--- src/rtl/clip_indicator_if.sv ---
// Channel bus for the clip indicator: raw ADC overrange flags and display controls in,
// LED drive and event counters out.
interface clip_indicator_if #(
   parameter int CHANNELS = 2,
   parameter int CNT_W    = 16
);
   logic [CHANNELS-1:0]       adc_overrange;
   logic [1:0]                mode;
   logic                      clear;
   logic [CHANNELS-1:0]       led_red;
   logic                      clip_any;
   logic [CHANNELS*CNT_W-1:0] clip_count;

   modport master (
      output adc_overrange, mode, clear,
      input  led_red, clip_any, clip_count
   );

   modport slave (
      input  adc_overrange, mode, clear,
      output led_red, clip_any, clip_count
   );
endinterface

--- src/rtl/clip_indicator.sv ---
// Multi-channel clip indicator: synchronised overrange -> LED (hold/latch/blink) + saturating event count.
// LED and count respond two edges after the flag is sampled; no backpressure, host reads/clears any time.
module clip_indicator #(
   parameter int CHANNELS     = 2,
   parameter int HOLD_CYCLES  = 40000,
   parameter int BLINK_CYCLES = 4000,
   parameter int CNT_W        = 16
) (
   input logic         clock,
   input logic         reset,
   clip_indicator_if.slave bus
);
   localparam int TW = $clog2(HOLD_CYCLES + 1);
   localparam int BW = (BLINK_CYCLES > 1) ? $clog2(BLINK_CYCLES) : 1;
   localparam logic [TW-1:0] HOLD_LD    = TW'(HOLD_CYCLES);
   localparam logic [BW-1:0] BLINK_LAST = BW'(BLINK_CYCLES - 1);

   typedef logic [CNT_W-1:0] cnt_t;
   typedef logic [TW-1:0]    tmr_t;

   logic [CHANNELS-1:0] s1, s2, s3;
   logic [CHANNELS-1:0] clip_evt;
   logic [CHANNELS-1:0] latch_q, latch_nx;
   logic [CHANNELS-1:0] led_q, led_nx;
   logic                any_q;
   tmr_t                timer_q  [CHANNELS];
   tmr_t                timer_nx [CHANNELS];
   cnt_t                cnt_q    [CHANNELS];
   cnt_t                cnt_nx   [CHANNELS];
   logic [BW-1:0]       blink_cnt;
   logic                phase;

   assign clip_evt = s2 & ~s3;

   always_comb begin
      latch_nx = '0;
      led_nx   = '0;
      for (int ch = 0; ch < CHANNELS; ch++) begin
         timer_nx[ch] = '0;
         cnt_nx[ch]   = '0;
      end
      for (int ch = 0; ch < CHANNELS; ch++) begin
         if (s2[ch])
            timer_nx[ch] = HOLD_LD;
         else if (timer_q[ch] != '0)
            timer_nx[ch] = timer_q[ch] - TW'(1);

         // A live overrange beats a simultaneous clear
         latch_nx[ch] = s2[ch] | (latch_q[ch] & ~bus.clear);

         case (bus.mode)
            2'd1:    led_nx[ch] = latch_nx[ch] | (timer_nx[ch] != '0);
            2'd2:    led_nx[ch] = (timer_nx[ch] != '0) & phase;
            default: led_nx[ch] = (timer_nx[ch] != '0);
         endcase

         if (bus.clear)
            cnt_nx[ch] = '0;
         else if (clip_evt[ch] && (cnt_q[ch] != '1))
            cnt_nx[ch] = cnt_q[ch] + cnt_t'(1);
         else
            cnt_nx[ch] = cnt_q[ch];
      end
   end

   always_ff @(posedge clock) begin
      if (!reset) begin
         s1        <= '0;
         s2        <= '0;
         s3        <= '0;
         latch_q   <= '0;
         led_q     <= '0;
         any_q     <= 1'b0;
         blink_cnt <= '0;
         phase     <= 1'b1;
         for (int ch = 0; ch < CHANNELS; ch++) begin
            timer_q[ch] <= '0;
            cnt_q[ch]   <= '0;
         end
      end else begin
         s1      <= bus.adc_overrange;
         s2      <= s1;
         s3      <= s2;
         latch_q <= latch_nx;
         led_q   <= led_nx;
         any_q   <= |led_nx;
         for (int ch = 0; ch < CHANNELS; ch++) begin
            timer_q[ch] <= timer_nx[ch];
            cnt_q[ch]   <= cnt_nx[ch];
         end
         if (blink_cnt == BLINK_LAST) begin
            blink_cnt <= '0;
            phase     <= ~phase;
         end else begin
            blink_cnt <= blink_cnt + BW'(1);
         end
      end
   end

   assign bus.led_red  = led_q;
   assign bus.clip_any = any_q;

   for (genvar g = 0; g < CHANNELS; g++) begin : g_cnt
      assign bus.clip_count[g*CNT_W +: CNT_W] = cnt_q[g];
   end
endmodule
--- src/flat_wrapper.sv ---
// flat-port wrapper written by rule: the top's interface ports become plain ports
module clip_indicator_flat 
#(
   parameter int CHANNELS     = 2,
   parameter int HOLD_CYCLES  = 40000,
   parameter int BLINK_CYCLES = 4000,
   parameter int CNT_W        = 16
)
  (clock, reset, bus_adc_overrange, bus_mode, bus_clear, bus_led_red, bus_clip_any, bus_clip_count);
  clip_indicator_if #(.CHANNELS(CHANNELS), .CNT_W(CNT_W)) bus_i ();
  input logic clock;
  input logic reset;
  input wire logic [$bits(bus_i.adc_overrange)-1:0] bus_adc_overrange;
  input wire logic [$bits(bus_i.mode)-1:0] bus_mode;
  input wire logic [$bits(bus_i.clear)-1:0] bus_clear;
  output wire logic [$bits(bus_i.led_red)-1:0] bus_led_red;
  output wire logic [$bits(bus_i.clip_any)-1:0] bus_clip_any;
  output wire logic [$bits(bus_i.clip_count)-1:0] bus_clip_count;
  assign bus_i.adc_overrange = bus_adc_overrange;
  assign bus_i.mode = bus_mode;
  assign bus_i.clear = bus_clear;
  assign bus_led_red = bus_i.led_red;
  assign bus_clip_any = bus_i.clip_any;
  assign bus_clip_count = bus_i.clip_count;
  clip_indicator #(.CHANNELS(CHANNELS), .HOLD_CYCLES(HOLD_CYCLES), .BLINK_CYCLES(BLINK_CYCLES), .CNT_W(CNT_W)) u_core (.clock(clock), .reset(reset), .bus(bus_i));
endmodule
--- config.mk ---
export PLATFORM = sky130hd
export DESIGN_NAME = clip_indicator_flat
export DESIGN_NICKNAME = d
export VERILOG_FILES = /design/src/rtl/clip_indicator_if.sv /design/src/rtl/clip_indicator.sv /design/src/flat_wrapper.sv
export SDC_FILE = /design/constraint.sdc
export NUM_CORES = 1
export LEC_CHECK = 0
export CAP_MARGIN = 20
export CORE_ASPECT_RATIO = 2
export CORE_MARGIN = 2
export CORE_UTILIZATION = 39
export CTS_CLUSTER_DIAMETER = 50
export DETAILED_ROUTE_END_ITERATION = 16
export GPL_ROUTABILITY_DRIVEN = 0
export PLACE_DENSITY = 0.68
export SYNTH_ARGS = -nofsm -noshare
export SYNTH_HDL_FRONTEND = slang
export SYNTH_SLANG_ARGS = --single-unit
--- constraint.sdc ---
create_clock -name clock -period 3.1 [get_ports clock]
set_input_delay 0.775 -clock clock [delete_from_list [all_inputs] [get_ports clock]]
set_output_delay 0.775 -clock clock [all_outputs]
set_load 0.01 [all_outputs]
[After elaboration in Yosys (flattened, before gate mapping)]
Memory sizes are Yosys's and may differ from the RTL's.
Index checks and enable logic that the tools add are counted.
Storage, ports and cells
  register bits after elaboration: 24
  bits in writable memories: 64
  input bits: 7
  output and inout port bits: 35
  logic and storage cells: 61
  memories: 2
Memory list
  u_core.cnt_q: depth 2, width 16, read ports 2, clocked after Yosys merged registers in 0, write ports 2, line clip_indicator.sv:28  | cnt_t cnt_q [CHANNELS];
  u_core.timer_q: depth 2, width 16, read ports 2, clocked after Yosys merged registers in 0, write ports 2, line clip_indicator.sv:26  | tmr_t timer_q [CHANNELS];
Operators by class
  $add $sub $neg: 5
  eq/ne operators: 5
  multiplexer cells: 16
  bitwise logic cells: 17
  reductions and logical operators: 8
Operators with widths (count)
  two-way mux 16 bit: 12
  nonzero test 16 bit: 4
  adder 16 x 1 -> 16 bit (second input constant): 2
  != test 16 bit (second input constant): 2
  subtractor 16 x 1 -> 16 bit (second input constant): 2
  adder 12 x 1 -> 12 bit (second input constant): 1
  equality test 12 bit (second input constant): 1
  bitwise OR 1 bit: 8
  AND 1 bit: 4
  one-hot mux 1 bit (2 select lines): 2
  OR reduction 2 bit: 2
  inverter 1 bit: 3
  AND 2 bit: 1
  equality test 2 x 1 -> 1 bit (second input constant): 1
  equality test 2 bit (second input constant): 1
  logical AND 1 bit: 2
  two-way mux 1 bit: 2
  inverter 2 bit: 1

[Longest topological paths before layout]
Gate-level depths: netlist of the first run.
  depth after elaboration: 7
  depth in mapped cells: 9
  depth with buffers taken out: 9

[Worst setup path before layout of the first run]
Ideal clock, no wire load.
  kind: register to register
  start point: memory u_core.timer_q[0][24] (netlist bit)
  end point: register u_core.any_q, in the netlist u_core.bus.clip_any
  library setup time: 120 ps
  arrival: 2229 ps
  data required time: 2980 ps
  path slack: 751 ps
  cell stages (with the launch flop): 9
  buffers on the path: 1
  clock period less this slack: 2349 ps
  cell sequence: dfxtp_1 -> buf_6 -> or4_4 -> or3_4 -> o31ai_4 -> nand4_1 -> a2111oi_2 -> o211ai_1 -> or2_1
RTL lines
  start, declared: line clip_indicator.sv:26
  end signal, assigned: line clip_indicator.sv:86  | any_q <= |led_nx;
  end, declared: line clip_indicator.sv:25  | logic any_q;

==> results of run 1 <==
-- cell type report --
class                   instances  area (sq um)
well taps                     135           169
clock inverters                 4          76.3
inverters                      15          56.3
multi-input cells             351          2170
repair buffers                 49           483
fillers                       972          5130
clock buffers                  12           246
flip-flops and latches         88          1760
-- registers in the layout, indices dropped and copies added, names as in the netlist --
register             cells
u_core.blink_cnt        12
u_core.bus.led_red       2
u_core.cnt_q            32
u_core.phase             1
u_core.s3                2
u_core.latch_q           2
u_core.s2                2
u_core.bus.clip_any      1
u_core.timer_q          32
u_core.s1                2
-- stage by stage --
stage	area, sq um	utilization	std cells	hold slack (ns)	total power (W)
floorplan	4050	-	468	0.412	0.00254
global placement	4640	0.460	638	0.416	0.00289
detailed placement	4640	0.460	638	0.426	0.00291
CTS	4960	0.492	654	0.440	0.00409
global route	4960	0.492	654	0.446	0.00434
finish	4960	0.492	654	0.434	0.00408
-- power groups by stage --
stage	logic, W	registers (W)	clock network [W]
6_report	0.00140	0.00150	0.00118
3_3_place_gp	0.00137	0.00151	0
5_1_grt	0.00157	0.00152	0.00125
3_5_place_dp	0.00139	0.00152	0
4_1_cts	0.00140	0.00150	0.00119
2_1_floorplan	0.00107	0.00147	0
-- worst max-delay path, delay by kind of cell (launching register included) --
family	cells	cell delay [ns]
and+or+nand+nor	4	1.31
AOI/OAI and AO/OA	3	0.83
DFF	1	0.34
-- cell usage after synthesis, types with 2 or more instances --
master	number	share of area
nor3_1	12	0.015
nand3b_1	4	0.0074
ha_1	7	0.022
nand2b_1	4	0.0062
nand2_1	33	0.031
or2_1	2	0.0031
nor2b_1	7	0.011
o21ai_0	14	0.017
nand4_1	12	0.019
and3_1	7	0.011
and4_1	4	0.0087
xor2_1	21	0.045
xnor2_1	26	0.056
mux2i_1	3	0.0074
a21o_1	2	0.0037
a31oi_1	2	0.0031
inv_1	15	0.014
mux2_2	3	0.0084
o31ai_1	3	0.0056
nor2_1	77	0.071
nor4_1	7	0.011
nand3_1	20	0.025
a21oi_1	18	0.022
o21a_1	6	0.011
o31a_1	2	0.0043
o41a_1	2	0.0056
clkbuf_1	12	0.011
or3_1	11	0.017
and2_1	15	0.023
or4_1	3	0.0056
a21boi_0	2	0.0037
dfxtp_1	88	0.44
-- per-layer routing --
metal,vias up,GRT usage,part of all wire
li1,1713,-,-
met1,1639,0.157,0.38
met2,60,0.323,0.57
met3,14,0.0397,0.032
met4,0,0.0827,0.019
met5,-,0,0
-- final timing paths --
kind	end	slack, ns
min	u_core.s2[0]	0.43
max reg2reg	u_core.bus.clip_any	0.51
max	u_core.bus.clip_any	0.51
min reg2reg	u_core.s2[0]	0.43
-- kinds of logic after synthesis --
family          Yosys count  synth area share
compound gates           64             0.109
simple gates            227             0.287
mux                       6            0.0158
flops                    88             0.436
xor+xnor                 47             0.102
fa+ha+maj                 7            0.0217
buf+inv                  29            0.0291
==> flow_metrics.tcl, run 1 <==
set metrics [dict create \
    outcome "complete, no violations" \
    synth.avg_cell_area_sq_um 8.64 \
    synthesis.area_sq_um 4050 \
    drt_iter0_drc 193 \
    diodes 0 \
    final_hold_viol_count 0 \
    row_count 52 \
    clock-skew-final_ns 0.00906 \
    whs_path_depth 1 \
    ios 42 \
    final_layout_size_suffix_gt1_frac 0.0655 \
    fin_crit_ns 2.59 \
    dpl.hpwl_mm 6.64 \
    setup_ws_ns 0.508 \
    tightest_slew_ns 0.707 \
    io_buffers 41 \
    drv_cap 0 \
    hold_buffers 0 \
    ys_seq_elements 88 \
    layout_common_cells "dfxtp_1, nor2_1, clkdlybuf4s50_1, nand2_1, xnor2_1" \
    die_h_um 148 \
    max_slew_margin 0.524 \
    critPathArrivalTime_ns 2.82 \
    die_x_um 76.0 \
    drc 0 \
    cp_data_required_time_ns 3.33 \
    yosysSeqAreaShare 0.436 \
    p_seq_frac 0.368 \
    clock_latency_ns 0.35 \
    yosys_warnings 0 \
    crit_type "reg -> reg" \
    timing.final.crit_share 0.836 \
    crit_chain "nor4_1 > nand2_1 > o31ai_4 > nand4_1 > a2111oi_2 > o211ai_1 > or2_1" \
    synthCells 468 \
    wire_per_inst_um 13.5 \
    r2r_cells 7 \
    mostFrequentLayoutCell "dfxtp_1" \
    cts_tree "done" \
    yosysUniqueCellTypes 56 \
    area_growth_pct 22.6 \
    first_global_vias 3395 \
    rsz0062_at_grt "no" \
    endpoint_kind "register" \
    p_leak_nw 1.81 \
    vdd_drop_max_uv 441 \
    crit_slowest_cell "nor4_1" \
    grt-ovfl-total 0 \
    p_sw_frac 0.345 \
    synth_flop_cell "dfxtp_1" \
    start_util 0.401 \
    firstDrtPassIters 4 \
    power.switching_w 0.00141 \
    syn-num-nets 482 \
    p_int_w 0.00267 \
    grt_max_degree 22 \
    clkPwrFrac 0.290 \
    cts_made_buffers 9 \
    antenna_found_initial 0 \
    track_usage 0.165 \
    grt_pass1_wl_mm 15.0 \
    synth_edf_count 0 \
    postCtsSetupRepairBufs 0 \
    crit_path_start "u_core.timer_q[0][16]" \
    htree_levels 3 \
    p_per_area_nw_per_um2 823 \
    p_comb_frac 0.343 \
    num_vias 3426 \
    cts_resized 0 \
    holdCritStartpoint "u_core.s1[0]" \
    cpPeakStageDelay_ns 0.63 \
    root_buffer "clkbuf_16" \
    coreArea_sq_um 10100 \
    tns_ns 0 \
    clkTransAtPathRegs_ns 0.06 \
    clk_path_buf_depth 2 \
    final_antenna_net_count 0 \
    fmax_mhz 386 \
    routed_wl_mm 8.85 \
    avgViaCountPerCell 5.24 \
    die-area_sq_um 11300 \
    slew_violations 0 \
    ys_async_sr_fraction 0 \
    setup_viol 0 \
    worstHoldPathType "reg -> reg" \
    rr_startpoint "u_core.timer_q[0][16]" \
    worstSetupStartpointType "register" \
    nets 528 \
    preCtsSetupSlack_ns 0.476 \
    worstPathMaxFanout 6 \
    clock-sinks 88 \
]
(Power assumes the default switching activity.)
==> run 2: changes to the inputs <==
==> constraint.sdc (replaced) <==
create_clock -name clock -period 2.55 [get_ports clock]
set_input_delay 0.6375 -clock clock [delete_from_list [all_inputs] [get_ports clock]]
set_output_delay 0.6375 -clock clock [all_outputs]
set_load 0.01 [all_outputs]
==> run 2 against run 1 <==
Via count increased by 2.5%; register-to-register slack got worse by 0.39 ns; critical path depth up 1; worst hold slack got worse by 0.0023 ns; final cell count grew 1.2%; non-clock buffer count is 8 higher.
==> flow_metrics.tcl, run 2 (same netlist as run 1, synthesis figures left out) <==
set metrics [dict create \
    htree_levels 3 \
    drt_iter0_drc 155 \
    hold_buffers 0 \
    fmax_mhz 411 \
    setup_viol 0 \
    crit_type "reg -> reg" \
    clkTransAtPathRegs_ns 0.06 \
    cp_data_required_time_ns 2.78 \
    p_per_area_nw_per_um2 983 \
    start_util 0.401 \
    critPathArrivalTime_ns 2.66 \
    num_vias 3510 \
    clock-sinks 88 \
    wl_met2_mm 4.81 \
    tns_ns 0 \
    root_buffer "clkbuf_16" \
    worstPathMaxFanout 3 \
    max_slew_margin 0.627 \
    routed_wl_mm 8.91 \
    crit_chain "inv_1 > ha_1 > or4b_2 > nor4_2 > nand4_1 > a2111oi_2 > o211ai_1 > or2_1" \
    clock_latency_ns 0.34 \
    first_global_vias 3458 \
    mostFrequentLayoutCell "dfxtp_1" \
    die_x_um 76.0 \
    vdd_drop_max_uv 624 \
    clock-skew-final_ns 0.00780 \
    firstDrtPassIters 4 \
    coreArea_sq_um 10100 \
    holdCritStartpoint "u_core.s1[1]" \
    die_h_um 148 \
    clk_path_buf_depth 2 \
    hold_ws_ns 0.432 \
    grt_pass1_wl_mm 15.1 \
    wire_per_inst_um 13.5 \
    reg2reg_to "u_core.bus.clip_any" \
    crit_slowest_cell "or4b_2" \
    wl_met3_um 327 \
    row_count 52 \
    layout_common_cells "dfxtp_1, nor2_1, clkdlybuf4s50_1, nand2_1, xnor2_1" \
    rr_startpoint "u_core.timer_q[0][17]" \
    grt_max_degree 32 \
    outcome "complete, no violations" \
    tightest_slew_ns 0.556 \
    final_hold_viol_count 0 \
    area_growth_pct 23.1 \
    drv_cap 0 \
    io_buffers 41 \
    p_leak_nw 1.84 \
    cts_tree "done" \
    timing.final.crit_share 0.955 \
    nFillCells 971 \
    slew_violations 0 \
    final_antenna_net_count 0 \
    die-area_sq_um 11300 \
    whs_path_depth 1 \
    worstHoldPathType "reg -> reg" \
    fin_crit_ns 2.43 \
    grt-ovfl-total 0 \
    highest_layer "met4" \
    drt-met1-wl_mm 3.37 \
    r2r_slack_ns 0.12 \
    top_regs "u_core.cnt_q x32, u_core.timer_q x32, u_core.blink_cnt x12" \
    dpl.hpwl_mm 6.74 \
    hold_path_end "u_core.s2[1]" \
    ios 42 \
    avgViaCountPerCell 5.30 \
    drc 0 \
    track_usage 0.164 \
    endpoint_kind "register" \
    nets 536 \
    cts_made_buffers 9 \
    rsz0062_at_grt "no" \
    cpPeakStageDelay_ns 0.60 \
    diodes 0 \
    worstSetupStartpointType "register" \
    final_layout_size_suffix_gt1_frac 0.0892 \
    antenna_found_initial 0 \
    r2r_cells 8 \
]
run 2: cell count changes in the layout (fill, tap and decap cells not counted), sizes merged:
cell,previous run,this run
clkinvlp,1,0
clkinv,0,5
buf,8,16
clkbuf,12,10
bufinv,2,0
run 2: how the worst max path moves through the flow:
stage	start	endpoint	slack, ns	cells past startpoint
floorplan	u_core.timer_q[0][24]	u_core.bus.clip_any	0.20	8
global placement	u_core.timer_q[0][17]	u_core.bus.clip_any	0.1	8
detailed placement	u_core.timer_q[0][17]	u_core.bus.clip_any	0.005	8
CTS	u_core.timer_q[0][17]	u_core.bus.clip_any	0.006	8
global route	u_core.timer_q[0][17]	u_core.bus.clip_any	0.02	8
finish	u_core.timer_q[0][17]	u_core.bus.clip_any	0.12	8
run 2: what timing repair did:
action,4_1_cts,5_1_grt
endpoints found under the setup margin,0,1
setup buffers,0,0
gates resized for setup,0,3
run 2: layer usage:
metal / global-route usage / vias to the layer above
met5: 0 / -
met2: 0.312 / 109
met1: 0.158 / 1631
li1: - / 1731
met4: 0.114 / 0
met3: 0.0293 / 39
run 2: where the power goes:
| group | switching [W] | leakage, nW | internal (W) |
|---|---|---|---|
| clock | 0.000558 | 0.144 | 0.000692 |
| combinational | 0.000990 | 0.975 | 0.000841 |
| sequential | 0.000229 | 0.718 | 0.00159 |
| total | 0.00178 | 1.84 | 0.00312 |
run 2: worst max-delay path, delay by kind of cell (launching register included):
family | cells | cell delay [ns]
buffers and inverters | 1 | 0.06
AND/OR/NAND/NOR | 4 | 1.14
adder cells (fa/ha/maj) | 1 | 0.29
flip-flops | 1 | 0.35
AO/OA/AOI/OAI | 2 | 0.48
run 2: area by class of cell:
cell class	instances	area [sq um]	area share
Clock buffer	10	239	0.0480
Clock inverter	6	43.8	0.00879
Inverter	15	56.3	0.0113
Multi-Input combinational cell	351	2180	0.437
Sequential cell	88	1760	0.354
Tap cell	135	169	0.0339
Timing Repair Buffer	57	531	0.107
run 2: metrics by stage:
step | cell area, sq um | cells | util | worst slack [ns] | power [W]
after floorplan | 4050 | 468 | - | 0.201 | 0.00309
after global placement | 4680 | 646 | 0.464 | 0.0973 | 0.00359
after detailed placement | 4680 | 646 | 0.464 | 0.00521 | 0.00364
after CTS | 4970 | 662 | 0.492 | 0.00612 | 0.00491
after global routing | 4980 | 662 | 0.494 | 0.0209 | 0.00522
final | 4980 | 662 | 0.494 | 0.116 | 0.00490
